--- config.mk ---
export PLATFORM = sky130hd
export DESIGN_NAME = tmds_rx_decoder
export DESIGN_NICKNAME = d
export VERILOG_FILES = /design/src/rtl/tmds_rx_decoder.sv
export SDC_FILE = /design/constraint.sdc
export NUM_CORES = 1
export LEC_CHECK = 0
export ABC_CLOCK_PERIOD_IN_PS = 3700
export BUFFER_PORTS_ARGS = -buffer_cell sky130_fd_sc_hd__buf_2
export CAP_MARGIN = 20
export CELL_PAD_IN_SITES_DETAIL_PLACEMENT = 0
export CELL_PAD_IN_SITES_GLOBAL_PLACEMENT = 1
export CORE_MARGIN = 5
export CORE_UTILIZATION = 44
export DETAILED_ROUTE_END_ITERATION = 6
export GPL_TIMING_DRIVEN = 0
export PLACE_DENSITY = 0.77
export SYNTH_ARGS = -nofsm -noshare
export SYNTH_HDL_FRONTEND = slang
export SYNTH_SLANG_ARGS = --single-unit
--- constraint.sdc ---
create_clock -name clk_pixel -period 3.7 [get_ports clk_pixel]
set_clock_uncertainty 0.1 [all_clocks]
set_input_delay 0.185 -clock clk_pixel [delete_from_list [all_inputs] [get_ports clk_pixel]]
set_output_delay 0.185 -clock clk_pixel [all_outputs]
set_load 0.01 [all_outputs]
--- src/rtl/tmds_rx_decoder.sv ---
// Receive-side TMDS period tracker and decoder for one HDMI link (three aligned channels).
// Two register stages: aligned symbols in, decoded period/data out.
module tmds_rx_decoder #(
  parameter int PREAMBLE_LEN = 8
) (
  input  logic        clk_pixel,
  input  logic        reset,
  input  logic [9:0]  tmds0,
  input  logic [9:0]  tmds1,
  input  logic [9:0]  tmds2,
  output logic [2:0]  mode,
  output logic [23:0] video_data,
  output logic [11:0] data_island_data,
  output logic [5:0]  control_data,
  output logic [4:0]  island_index,
  output logic        preamble_short,
  output logic [2:0]  symbol_error
);

  localparam logic [2:0] ST_CONTROL = 3'd0;
  localparam logic [2:0] ST_VIDEO   = 3'd1;
  localparam logic [2:0] ST_VGUARD  = 3'd2;
  localparam logic [2:0] ST_ISLAND  = 3'd3;
  localparam logic [2:0] ST_DLEAD   = 3'd4;
  localparam logic [2:0] ST_DTRAIL  = 3'd5;

  localparam logic [9:0] GUARD_A   = 10'b1011001100;
  localparam logic [9:0] GUARD_B   = 10'b0100110011;
  localparam logic [3:0] PRE_MAX   = 4'(PREAMBLE_LEN);
  localparam logic [1:0] GUARD_LAST = 2'd1;

  // {valid, bits[1:0]}
  function automatic logic [2:0] ctrl_dec(input logic [9:0] s);
    case (s)
      10'b1101010100: ctrl_dec = 3'b100;
      10'b0010101011: ctrl_dec = 3'b101;
      10'b0101010100: ctrl_dec = 3'b110;
      10'b1010101011: ctrl_dec = 3'b111;
      default:        ctrl_dec = 3'b000;
    endcase
  endfunction

  // {valid, nibble[3:0]}
  function automatic logic [4:0] terc_dec(input logic [9:0] s);
    case (s)
      10'b1010011100: terc_dec = 5'h10;
      10'b1001100011: terc_dec = 5'h11;
      10'b1011100100: terc_dec = 5'h12;
      10'b1011100010: terc_dec = 5'h13;
      10'b0101110001: terc_dec = 5'h14;
      10'b0100011110: terc_dec = 5'h15;
      10'b0110001110: terc_dec = 5'h16;
      10'b0100111100: terc_dec = 5'h17;
      10'b1011001100: terc_dec = 5'h18;
      10'b0100111001: terc_dec = 5'h19;
      10'b0110011100: terc_dec = 5'h1A;
      10'b1011000110: terc_dec = 5'h1B;
      10'b1010001110: terc_dec = 5'h1C;
      10'b1001110001: terc_dec = 5'h1D;
      10'b0101100011: terc_dec = 5'h1E;
      10'b1011000011: terc_dec = 5'h1F;
      default:        terc_dec = 5'h00;
    endcase
  endfunction

  function automatic logic [7:0] video_dec(input logic [9:0] s);
    logic [7:0] q;
    logic [7:0] d;
    q = s[9] ? ~s[7:0] : s[7:0];
    d[0] = q[0];
    for (int i = 1; i < 8; i++) begin
      d[i] = s[8] ? (q[i] ^ q[i-1]) : ~(q[i] ^ q[i-1]);
    end
    return d;
  endfunction

  logic        s1_valid_q, s1_valid_d;
  logic [9:0]  sym0_q, sym0_d, sym1_q, sym1_d, sym2_q, sym2_d;
  logic [2:0]  state_q, state_d;
  logic [1:0]  guard_cnt_q, guard_cnt_d;
  logic [3:0]  pre_cnt_q, pre_cnt_d;
  logic        pre_island_q, pre_island_d;
  logic [4:0]  isl_cnt_q, isl_cnt_d;
  logic [2:0]  mode_q, mode_d;
  logic [23:0] video_data_q, video_data_d;
  logic [11:0] data_island_data_q, data_island_data_d;
  logic [5:0]  control_data_q, control_data_d;
  logic [4:0]  island_index_q, island_index_d;
  logic        preamble_short_q, preamble_short_d;
  logic [2:0]  symbol_error_q, symbol_error_d;

  logic [2:0] c0, c1, c2;
  logic [4:0] t0, t1, t2;
  logic       vid_guard, isl_pair, isl_ch0_ok, all_ctrl, pre_video, pre_island, ctrl_like;

  always_comb begin
    c0 = ctrl_dec(sym0_q);
    c1 = ctrl_dec(sym1_q);
    c2 = ctrl_dec(sym2_q);
    t0 = terc_dec(sym0_q);
    t1 = terc_dec(sym1_q);
    t2 = terc_dec(sym2_q);
    vid_guard  = (sym0_q == GUARD_A) && (sym1_q == GUARD_B) && (sym2_q == GUARD_A);
    isl_pair   = (sym1_q == GUARD_B) && (sym2_q == GUARD_B);
    isl_ch0_ok = t0[4] && (t0[3:2] == 2'b11);
    all_ctrl   = c0[2] && c1[2] && c2[2];
    pre_video  = all_ctrl && (c1[1:0] == 2'b01) && (c2[1:0] == 2'b00);
    pre_island = all_ctrl && (c1[1:0] == 2'b01) && (c2[1:0] == 2'b01);
    // A trailing island guard that ends is processed exactly like a control character.
    ctrl_like  = (state_q == ST_CONTROL) || ((state_q == ST_DTRAIL) && !isl_pair);
  end

  always_comb begin
    s1_valid_d         = 1'b1;
    sym0_d             = tmds0;
    sym1_d             = tmds1;
    sym2_d             = tmds2;
    state_d            = state_q;
    guard_cnt_d        = guard_cnt_q;
    pre_cnt_d          = pre_cnt_q;
    pre_island_d       = pre_island_q;
    isl_cnt_d          = isl_cnt_q;
    mode_d             = mode_q;
    video_data_d       = video_data_q;
    data_island_data_d = data_island_data_q;
    control_data_d     = control_data_q;
    island_index_d     = island_index_q;
    preamble_short_d   = 1'b0;
    symbol_error_d     = 3'b000;

    if (s1_valid_q) begin
      if (ctrl_like) begin
        island_index_d = 5'd0;
        guard_cnt_d    = 2'd1;
        if (vid_guard) begin
          state_d          = ST_VGUARD;
          mode_d           = 3'd2;
          preamble_short_d = (pre_cnt_q < PRE_MAX) || pre_island_q;
          pre_cnt_d        = 4'd0;
        end else if (isl_pair && isl_ch0_ok) begin
          state_d             = ST_DLEAD;
          mode_d              = 3'd4;
          preamble_short_d    = (pre_cnt_q < PRE_MAX) || !pre_island_q;
          pre_cnt_d           = 4'd0;
          control_data_d[1:0] = t0[1:0];
        end else begin
          state_d = ST_CONTROL;
          mode_d  = 3'd0;
          if (c0[2]) control_data_d[1:0] = c0[1:0];
          if (c1[2]) control_data_d[3:2] = c1[1:0];
          if (c2[2]) control_data_d[5:4] = c2[1:0];
          symbol_error_d = {!c2[2], !c1[2], !c0[2]};
          // Run length only continues while the same preamble type repeats.
          if (pre_video || pre_island) begin
            if ((pre_cnt_q != 4'd0) && (pre_island_q == pre_island)) begin
              pre_cnt_d = (pre_cnt_q >= PRE_MAX) ? pre_cnt_q : pre_cnt_q + 4'd1;
            end else begin
              pre_cnt_d    = 4'd1;
              pre_island_d = pre_island;
            end
          end else begin
            pre_cnt_d = 4'd0;
          end
        end
      end else begin
        pre_cnt_d = 4'd0;
        case (state_q)
          ST_VGUARD: begin
            mode_d         = 3'd2;
            island_index_d = 5'd0;
            symbol_error_d = {sym2_q != GUARD_A, sym1_q != GUARD_B, sym0_q != GUARD_A};
            if (guard_cnt_q >= GUARD_LAST) begin
              state_d     = ST_VIDEO;
              guard_cnt_d = 2'd0;
            end else begin
              guard_cnt_d = guard_cnt_q + 2'd1;
            end
          end
          ST_DLEAD: begin
            mode_d         = 3'd4;
            island_index_d = 5'd0;
            symbol_error_d = {sym2_q != GUARD_B, sym1_q != GUARD_B, !isl_ch0_ok};
            if (isl_ch0_ok) control_data_d[1:0] = t0[1:0];
            if (guard_cnt_q >= GUARD_LAST) begin
              state_d     = ST_ISLAND;
              guard_cnt_d = 2'd0;
              isl_cnt_d   = 5'd0;
            end else begin
              guard_cnt_d = guard_cnt_q + 2'd1;
            end
          end
          ST_ISLAND, ST_DTRAIL: begin
            if (isl_pair) begin
              state_d        = ST_DTRAIL;
              mode_d         = 3'd4;
              symbol_error_d = {1'b0, 1'b0, !isl_ch0_ok};
              if (isl_ch0_ok) control_data_d[1:0] = t0[1:0];
            end else begin
              mode_d         = 3'd3;
              island_index_d = isl_cnt_q;
              isl_cnt_d      = isl_cnt_q + 5'd1;
              if (t0[4]) data_island_data_d[3:0]  = t0[3:0];
              if (t1[4]) data_island_data_d[7:4]  = t1[3:0];
              if (t2[4]) data_island_data_d[11:8] = t2[3:0];
              if (t0[4]) control_data_d[1:0] = t0[1:0];
              symbol_error_d = {!t2[4], !t1[4], !t0[4]};
            end
          end
          ST_VIDEO: begin
            island_index_d = 5'd0;
            if (all_ctrl) begin
              state_d        = ST_CONTROL;
              mode_d         = 3'd0;
              control_data_d = {c2[1:0], c1[1:0], c0[1:0]};
            end else begin
              mode_d         = 3'd1;
              video_data_d   = {video_dec(sym2_q), video_dec(sym1_q), video_dec(sym0_q)};
              symbol_error_d = {c2[2], c1[2], c0[2]};
            end
          end
          default: state_d = ST_CONTROL;
        endcase
      end
    end
  end

  always_ff @(posedge clk_pixel or posedge reset) begin
    if (reset) begin
      s1_valid_q         <= 1'b0;
      sym0_q             <= '0;
      sym1_q             <= '0;
      sym2_q             <= '0;
      state_q            <= ST_CONTROL;
      guard_cnt_q        <= '0;
      pre_cnt_q          <= '0;
      pre_island_q       <= 1'b0;
      isl_cnt_q          <= '0;
      mode_q             <= '0;
      video_data_q       <= '0;
      data_island_data_q <= '0;
      control_data_q     <= '0;
      island_index_q     <= '0;
      preamble_short_q   <= 1'b0;
      symbol_error_q     <= '0;
    end else begin
      s1_valid_q         <= s1_valid_d;
      sym0_q             <= sym0_d;
      sym1_q             <= sym1_d;
      sym2_q             <= sym2_d;
      state_q            <= state_d;
      guard_cnt_q        <= guard_cnt_d;
      pre_cnt_q          <= pre_cnt_d;
      pre_island_q       <= pre_island_d;
      isl_cnt_q          <= isl_cnt_d;
      mode_q             <= mode_d;
      video_data_q       <= video_data_d;
      data_island_data_q <= data_island_data_d;
      control_data_q     <= control_data_d;
      island_index_q     <= island_index_d;
      preamble_short_q   <= preamble_short_d;
      symbol_error_q     <= symbol_error_d;
    end
  end

  assign mode             = mode_q;
  assign video_data       = video_data_q;
  assign data_island_data = data_island_data_q;
  assign control_data     = control_data_q;
  assign island_index     = island_index_q;
  assign preamble_short   = preamble_short_q;
  assign symbol_error     = symbol_error_q;

endmodule

==> results.tsv, run 1 <==
metric	value	unit
unrepaired setup endpoints after global routing	no	
CTS Buf Count	9	
Avg Vias per Cell	5.639	
kind of cell adding the most delay to the critical path	compound AO/OA/AOI/OAI gates	
Comb power frac	11.0	%
DRC viols	0	
H-tree Lvls	3	
final hold violations	0	
global-route wire length before repair	26.99	mm
Syn-to-layout area delta	21.66	%
vias in the first global route	5254	
Sw Pwr	614.4	uW
largest net degree at the start of global routing	67	
Initial Util	44.58	%
GRT Util Overall	20.85	%
slowest cell delay on critical path	0.62	ns
post-synthesis register bit count	100	
n_diodes	0	
flop2flop setup slack	0.52	ns
cells along the critical path	inv_1 -> ha_1 -> nand2_1 -> or4_1 -> o31ai_1 -> a31oi_2 -> nand4b_1 -> o41ai_1 -> o21ai_0	
status	completed	
reg-to-reg endpoint	control_data[0]	
Die Y-Extent	125.6	um
Max clock buf depth	2	
Main synth FF type	dfrtp_1	
Yosys warning count	0	
actual slew at the worst max-slew pin	0.9036	ns
fill count	1227	
buffers and inverters on the worst path	1	
Post-Syn Instances	631	
post-route cell area	7154	um2
Seq pwr share	49.1	%
Netlist cell types	72	
io pins	86	
CTS tree	built	
worst r2r src	sym2_q[6]	
post-CTS sizing	0	
routed len/inst	17.21	um
kind of critical path	flip-flop to flip-flop	
Worst EP required	3.82	ns
Post-Route WL	16.18	mm
placed cells	893	
GP Congestion	0.9127	
Seq/Total Area, Yosys	42.55	%
Vias	5301	
Max-slew headroom	39.43	%
post-route setup TNS	0	ns
maximum vdd drop	0.2179	mV
element type at the critical path end	flip-flop	
nets	807	
Tcrit/Tclk final	86.04	%
CP startpoint kind	flip-flop	
clock slew at reported path FFs	0.08	ns
router iterations before antenna repair	5	
Final Non-Filler Cells	940	
Clock Latency Late Sink	0.36	ns
worst hold path class	primary input to asynchronous set/reset pin	
WHS	0.3116	ns
Post-Syn Area	5881	um2
Net Sw Frac	26.63	%
setup violators final	0	
Clock Sinks	100	
Crit Path Max Fanout	6	
antenna-violating nets left	0	
Root Buffer	clkbuf_16	
initial antenna violation count	0	
drt initial violations	406	
Clk pwr share	39.9	%
grt ovf	0	
Tmin final	3.184	ns
max-cap violations	0	
PortBufs	85	
slowest cell on the critical path	or4_1	
Placement Cell Area	6561	um2
Die Wd	125.6	um
Synth async-reset ratio	100.0	%
EDFF count, synth	0	
dpl hpwl	11.89	mm
Power Total	2307	uW
Worst Reg-to-Reg Cells	9	
syn avg cell area	9.320	um2
final count of pins violating max slew	0	
Internal Power	1693	uW
Lkg Pwr	0.003152	uW
Worst EP arrival	3.30	ns
share of cells above drive strength 1	20.16	%
die area	15780	um2
net count after synthesis	679	
Core Area	13190	um2
Placement Rows	42	
P per Cell Area	322.5	nW/um2
Fmax	314.1	MHz
routing by layer:
layer | GRT usage [%] | vias up | wire length, um
li1 | - | 2520 | -
met1 | 27.61 | 2556 | 7188
met2 | 34.05 | 197 | 7605
met3 | 4.094 | 28 | 1032
met4 | 7.589 | 0 | 352
met5 | 0 | - | 0
metrics by stage:
step / util (%) / setup WS, ns
after CTS: 54.24 / 0.5368
final: 54.24 / 0.5164
after detailed placement: 49.74 / 0.5574
after global routing: 54.24 / 0.2949
after floorplan: - / 0.7962
after global placement: 49.48 / -0.3086
worst min-delay path: cells and delay by family:
kind                   cells  cell delay, ns
buffers and inverters      3            1.01
registers in the layout, summed over array words and instances, names as in the netlist:
name	flops
sym2_q	10
sym1_q	10
data_island_data	12
control_data	6
symbol_error	3
pre_cnt_q	4
video_data	24
sym0_q	10
island_index	5
guard_cnt_q	2
mode	3
state_q	3
preamble_short	1
pre_island_q	1
s1_valid_q	1
isl_cnt_q	5
layout by cell type (no fill, tap or decap), drive strengths merged, types with 14 or more instances in the layout:
cell type,instances
ha,16
dlygate4sd3,31
nor3,18
mux2,14
dfrtp,100
inv,27
o21ai,57
clkbuf,25
buf,105
a21oi,25
xnor2,34
nand2,71
nand2b,23
nor2,29
nor2b,14
kinds of logic (layout without fill, tap and decap cells):
kind of cell | count (synthesis) | in the layout | synth area share, %
simple gates | 248 | 248 | 23.66
mux | 18 | 18 | 3.362
compound gates | 148 | 148 | 16.36
buf+inv | 59 | 192 | 4.447
other cells | 1 | 1 | 0.06377
xor+xnor | 40 | 40 | 5.958
fa+ha+maj | 17 | 17 | 3.596
flops | 100 | 100 | 42.55
cell usage after synthesis (3+ instances only):
master / number / share of area (%)
or4b_2: 5 / 0.85
ha_1: 16 / 3.4
a21oi_1: 25 / 2.1
buf_2: 14 / 1.2
a31oi_1: 8 / 0.85
o211ai_1: 4 / 0.51
or3_1: 9 / 0.96
clkbuf_1: 16 / 1.0
and2_1: 5 / 0.53
nor4b_1: 6 / 0.89
nand3_1: 12 / 1.0
nand3b_1: 8 / 1.0
mux2i_1: 4 / 0.68
or4_1: 6 / 0.77
xnor2_1: 34 / 5.1
inv_1: 23 / 1.5
a21boi_0: 3 / 0.38
mux2_2: 14 / 2.7
nor4_1: 9 / 0.96
nor2_1: 29 / 1.9
a22o_1: 6 / 0.89
o22ai_1: 12 / 1.3
dfrtp_1: 100 / 43
nor3b_1: 6 / 0.77
a211o_1: 3 / 0.45
and3_1: 3 / 0.32
nor3_1: 17 / 1.4
nand2_1: 71 / 4.5
nand2b_1: 23 / 2.4
o31ai_1: 4 / 0.51
o21ai_0: 55 / 4.7
xor2_1: 6 / 0.89
nand4_1: 8 / 0.85
nor2b_1: 14 / 1.5
or2_2: 4 / 0.43
repair_timing:
item                      4_1_cts  5_1_grt
hold buffers                   31        0
buffers inserted                0        0
hold endpoints to repair       64        0
power by group through the flow:
stage | sequential [uW] | combinational, uW | clock [uW]
6_report | 1130 | 254 | 920
5_1_grt | 1140 | 284 | 978
3_3_place_gp | 1150 | 223 | 0
3_5_place_dp | 1150 | 229 | 0
4_1_cts | 1130 | 255 | 946
2_1_floorplan | 1150 | 159 | 0
layout make-up:
| cell class | instances | area [um2] | share of cell area, % |
|---|---|---|---|
| buffer | 35 | 171.4 | 2.396 |
| tap | 176 | 220.2 | 3.078 |
| inverter | 24 | 92.59 | 1.294 |
| clock buffer | 9 | 225.2 | 3.148 |
| timing repair buffer | 117 | 763.2 | 10.67 |
| sequential | 100 | 2502 | 34.98 |
| clock inverter | 7 | 57.56 | 0.8045 |
| multi-input combinational | 472 | 3122 | 43.63 |
worst max-delay path by stage:
stage / start / endpoint / cells after the start
global route: sym2_q[6] / video_data[0] / 11
detailed placement: sym2_q[6] / video_data[2] / 11
floorplan: reset / control_data[0] / 1
CTS: sym2_q[6] / video_data[0] / 11
finish: sym2_q[6] / control_data[0] / 9
global placement: reset / sym2_q[3] / 2
No activity file was read; power rests on OpenSTA's default activity.
==> run 2, diff against run 1 <==
--- a/config.mk
+++ b/config.mk
@@ -13,7 +13,6 @@
 export CORE_MARGIN = 5
 export CORE_UTILIZATION = 44
 export DETAILED_ROUTE_END_ITERATION = 6
-export GPL_TIMING_DRIVEN = 0
 export PLACE_DENSITY = 0.77
 export SYNTH_ARGS = -nofsm -noshare
 export SYNTH_HDL_FRONTEND = slang
==> run 2 against run 1 <==
- core utilization shrank 0.72 points
- sequential cell count stayed put
- clock power grew 11%
- clock-buffer cell count grew 1
- non-clock buffer count decreased by 30
- register-to-register slack improved by 0.02 ns
- critical path depth decreased by 2
- power is 4.0% higher
- die area unchanged
- global-route usage shrank 0.91 points
- final cell count fell by 3.2%
- critical endpoint is now control_data[5]
- largest cell class unchanged
- largest power group unchanged
==> results.tsv, run 2 (synthesis gave the netlist of run 1 again) <==
metric	value	unit	change
status	completed		
routed len/inst	16.92	um	-1.7%
router iterations before antenna repair	6		+1
initial antenna violation count	0		unchanged
Die Y-Extent	125.6	um	unchanged
Initial Util	44.58	%	unchanged
final hold violations	0		unchanged
maximum vdd drop	0.2688	mV	+23%
kind of critical path	flip-flop to flip-flop		
GRT Util Overall	19.94	%	-0.91 points
slowest cell delay on critical path	0.64	ns	+0.02 ns
max-cap violations	0		unchanged
clock slew at reported path FFs	0.07	ns	about the same
placed cells	862		-3.5%
CTS tree	built		
CP startpoint kind	flip-flop		
slowest cell on the critical path	dfrtp_1		
post-route setup TNS	0	ns	unchanged
setup violators final	0		unchanged
Power Total	2399	uW	+4.0%
nets	777		-3.7%
Core Area	13190	um2	unchanged
Final Non-Filler Cells	910		-3.2%
Max-slew headroom	41.08	%	+1.6 points
final count of pins violating max slew	0		unchanged
worst hold path class	primary input to asynchronous set/reset pin		
DRC viols	0		unchanged
P per Cell Area	339.9	nW/um2	+5.4%
element type at the critical path end	flip-flop		
Clock Sinks	100		unchanged
max reg flops	24		unchanged
Worst EP arrival	3.31	ns	about the same
Die Wd	125.6	um	unchanged
kind of cell adding the most delay to the critical path	simple AND/OR/NAND/NOR gates		
Fmax	315.7	MHz	+0.50%
n_diodes	0		unchanged
unrepaired setup endpoints after global routing	no		
die area	15780	um2	unchanged
share of cells above drive strength 1	19.07	%	-1.1 points
commonest non-fill, non-tap cell in the layout	dfrtp_1		
fill count	1190		-3.0%
dpl hpwl	11.16	mm	-6.2%
Clock Latency Late Sink	0.35	ns	about the same
Max clock buf depth	2		unchanged
drt initial violations	395		-2.7%
Post-CTS Setup Repair Bufs	0		unchanged
GP Congestion	0.9130		about the same
commonest cells after routing, fill and taps aside	100 x dfrtp_1, 85 x buf_2, 71 x nand2_1		
buffers and inverters on the worst path	0		-1
io pins	86		unchanged
Syn-to-layout area delta	20.04	%	
Root Buffer	clkbuf_16		
Placement Rows	42		unchanged
largest net degree at the start of global routing	83		+24%
Crit Path Max Fanout	13		+7
final core utilization	53.52	%	-0.72 points
final worst slack	0.5321	ns	+0.01571 ns
grt ovf	0		unchanged
global-route wire length before repair	25.78	mm	-4.5%
actual slew at the worst max-slew pin	0.8770	ns	-0.02657 ns
Lkg Pwr	0.003106	uW	-1.4%
Post-Route WL	15.39	mm	-4.9%
CTS Buf Count	9		unchanged
H-tree Lvls	3		unchanged
Avg Vias per Cell	5.622		-0.31%
Worst EP required	3.84	ns	+0.02 ns
antenna-violating nets left	0		unchanged
vias in the first global route	5086		-3.2%
Tmin final	3.168	ns	-0.01571 ns
cells along the critical path	nand3b_1 -> or3_1 -> o31ai_2 -> o21ai_0 -> o211ai_1 -> or2_1 -> mux2_2		
dpl ws	0.5821	ns	+0.02472 ns
Tcrit/Tclk final	85.62	%	-0.42 points
PortBufs	85		unchanged
Vias	5116		-3.5%
==> run 2: changes by cell type in the layout (fill, tap and decap cells not counted), sizes merged <==
cell and delta:
clkbuf -15, buf -14, inv -4, bufinv +2, clkinv +1
==> run 2: timing repair <==
action / 4_1_cts / 5_1_grt
hold endpoints to repair: 35 / 0
gates resized for setup: 0 / 0
hold buffers: 31 / 0
==> run 2: report_power, final <==
| part | switching, uW | internal, uW |
|---|---|---|
| clock network | 413 | 609 |
| registers | 52.7 | 1110 |
| logic | 104 | 107 |
| total | 569 | 1830 |
==> run 2: metrics by stage <==
stage                     hold WS, ns  cell area [um2]
after floorplan                0.1164             5881
after global placement         0.1931             6395
after detailed placement       0.1943             6395
after CTS                      0.3520             7032
after global routing           0.2728             7059
final                          0.2447             7059
==> run 2: worst paths after layout <==
check | slack, ns | cells after the start | startpoint | end
setup / recovery | 0.53 | 7 | sym1_q[4] | control_data[5]
hold / removal | 0.24 | 3 | reset | video_data[4]
setup reg to reg | 0.53 | 7 | sym1_q[4] | control_data[5]
hold reg to reg | 0.38 | 2 | video_data[14] | video_data[14]
max in group asynchronous | 2.33 | 5 | reset | mode[2]
min in group clk_pixel | 0.36 | 2 | tmds1[5] | sym1_q[5]
==> run 2: per-layer routing <==
layer / global-route usage [%] / routed length [um]
met1: 26.96 / 6893
met5: 0 / 0
met4: 7.844 / 359
met3: 4.264 / 902
met2: 31.34 / 7238
==> run 2: layout make-up <==
cell class,count,area (um2),area share (%)
repair buffers,122,800.8,11.34
inverters,24,92.59,1.312
clock buffers,10,239.0,3.385
multi-input cells,472,3117,44.15
well taps,176,220.2,3.119
flip-flops and latches,100,2502,35.45
clock inverters,6,87.58,1.241
==> run 2: tightest hold or removal path, delay by kind of cell <==
kind,cells,cell delay (ns)
buffers and inverters,3,0.91
==> run 3, diff against run 2 <==
--- a/config.mk
+++ b/config.mk
@@ -5,7 +5,7 @@
 export SDC_FILE = /design/constraint.sdc
 export NUM_CORES = 1
 export LEC_CHECK = 0
-export ABC_CLOCK_PERIOD_IN_PS = 3700
+export ABC_CLOCK_PERIOD_IN_PS = 3200
 export BUFFER_PORTS_ARGS = -buffer_cell sky130_fd_sc_hd__buf_2
 export CAP_MARGIN = 20
 export CELL_PAD_IN_SITES_DETAIL_PLACEMENT = 0
==> constraint.sdc (replaced) <==
create_clock -name clk_pixel -period 3.2 [get_ports clk_pixel]
set_clock_uncertainty 0.1 [all_clocks]
set_input_delay 0.16 -clock clk_pixel [delete_from_list [all_inputs] [get_ports clk_pixel]]
set_output_delay 0.16 -clock clk_pixel [all_outputs]
set_load 0.01 [all_outputs]
==> run 3 against run 2 <==
- core utilization grew 1.1 points
- via count increased by 2.3%
- setup slack got worse by 0.32 ns
- hold slack worse by 0.027 ns
- critical path depth unchanged
- critical endpoint is now state_q[0]
- sequential cell count stayed put
- highest routed layer unchanged
- sequential power grew 15%
- cell area up 2.0%
- register-to-register slack worse by 0.32 ns
- largest cell class unchanged
- power grew 14%
- wire length is 0.34% higher
- die area is the same
==> results.tsv, run 3 (synthesis gave the netlist of run 1 again) <==
metric	value	unit	change
die area	15780	um2	unchanged
Worst Reg-to-Reg Cells	7		unchanged
setup violators final	0		unchanged
PortBufs	85		unchanged
P per Cell Area	380.2	nW/um2	+12%
Clock Latency Late Sink	0.35	ns	about the same
Tcrit/Tclk final	93.40	%	+7.8 points
Die Y-Extent	125.6	um	unchanged
drt initial violations	482		+22%
max reg flops	24		unchanged
CP startpoint kind	flip-flop		
CTS Buf Count	9		unchanged
actual slew at the worst max-slew pin	0.6931	ns	-0.1839 ns
Crit Path Max Fanout	10		-3
routed len/inst	16.59	um	-1.9%
placed cells	883		+2.4%
Worst Setup EP	state_q[0]		
fill count	1192		+0.17%
final hold violations	0		unchanged
antenna-violating nets left	0		unchanged
Syn-to-layout area delta	22.49	%	
final count of pins violating max slew	0		unchanged
Core Area	13190	um2	unchanged
crit path from	sym1_q[3]		
area of the multi-input gates	3122	um2	+0.16%
commonest non-fill, non-tap cell in the layout	dfrtp_1		
dpl hpwl	11.54	mm	+3.4%
clock slew at reported path FFs	0.07	ns	about the same
Die Wd	125.6	um	unchanged
element type at the critical path end	flip-flop		
n_diodes	0		unchanged
GRT Util Overall	20.08	%	+0.14 points
maximum vdd drop	0.3213	mV	+20%
nets	798		+2.7%
worst r2r src	sym1_q[3]		
post-route setup TNS	0	ns	unchanged
DRC viols	0		unchanged
kind of critical path	flip-flop to flip-flop		
GP Congestion	0.9474		+3.8%
reg-to-reg endpoint	state_q[0]		
vias in the first global route	5148		+1.2%
largest net degree at the start of global routing	83		unchanged
initial antenna violation count	0		unchanged
share of cells above drive strength 1	21.46	%	+2.4 points
Root Buffer	clkbuf_16		
status	completed		
router iterations before antenna repair	5		-1
global-route wire length before repair	26.03	mm	+0.99%
Post-Route WL	15.45	mm	+0.34%
max-cap violations	0		unchanged
unrepaired setup endpoints after global routing	no		
CTS tree	built		
Max clock buf depth	2		unchanged
flop2flop setup slack	0.21	ns	-0.32 ns
Post-CTS Setup Repair Bufs	0		unchanged
io pins	86		unchanged
H-tree Lvls	3		unchanged
Clock Sinks	100		unchanged
worst hold path class	primary input to asynchronous set/reset pin		
Initial Util	44.58	%	unchanged
Tmin final	2.989	ns	-0.1792 ns
WHS	0.2178	ns	-0.02694 ns
Fmax	334.6	MHz	+6.0%
Lkg Pwr	0.003212	uW	+3.4%
Worst EP required	3.34	ns	-0.50 ns
Final Non-Filler Cells	931		+2.3%
Avg Vias per Cell	5.621		about the same
Worst EP arrival	3.12	ns	-0.19 ns
grt ovf	0		unchanged
Reg area	2502	um2	unchanged
Max-slew headroom	53.37	%	+12 points
commonest cells after routing, fill and taps aside	100 x dfrtp_1, 85 x buf_2, 71 x nand2_1		
Vias	5233		+2.3%
Placement Rows	42		unchanged
-- run 3: metal layers --
layer,track usage [%],part of all wire (%),vias up
met1,27.79,45,2494
met5,0,0,-
met3,3.838,6.5,20
met4,6.696,2.0,0
li1,-,-,2509
met2,31.78,47,210
-- run 3: report_power, final --
part           switching, uW  internal (uW)
combinational            132            130
clock                    518            621
sequential              50.6           1290
total                    700           2040
-- run 3: area by class of cell --
type	instances	area share, %
Multi-Input combinational cell	472	43.34
Sequential cell	100	34.74
Timing Repair Buffer	143	13.31
Clock buffer	9	3.127
Tap cell	176	3.057
Inverter	24	1.285
Clock inverter	7	1.146
-- run 3: per-stage QoR --
step	util [%]	area, um2	setup WS [ns]	total power (uW)
floorplan	-	5881	0.3212	1515
global placement	49.68	6553	0.3084	1589
detailed placement	49.68	6553	0.2503	1593
CTS	54.36	7171	0.2415	2764
global route	54.61	7203	0.04298	2861
finish	54.61	7203	0.2113	2739
-- run 3: worst max-delay path, stage by stage (launching register included) --
cell and delay (ns):
dfrtp_1 0.48, nand4bb_4 0.27, or3_1 0.58, or3_1 0.56
mux2i_1 0.19, o211ai_1 0.13, nor2_1 0.20, mux2_2 0.36
-- run 3: worst min-delay path by stage --
stage / start / end / slack (ns) / cells past startpoint
floorplan: tmds0[0] / sym0_q[0] / 0.09 / 0
global placement: tmds1[9] / sym1_q[9] / 0.17 / 1
detailed placement: tmds1[4] / sym1_q[4] / 0.17 / 1
CTS: tmds2[4] / sym2_q[4] / 0.33 / 2
global route: reset / sym0_q[0] / 0.25 / 3
finish: reset / sym0_q[1] / 0.22 / 3
-- run 3: repair_timing --
action                                  CTS  global route
hold buffers                             31             0
endpoints found under the setup margin    0             1
gates resized for setup                   0             1
hold endpoints to repair                 50             0
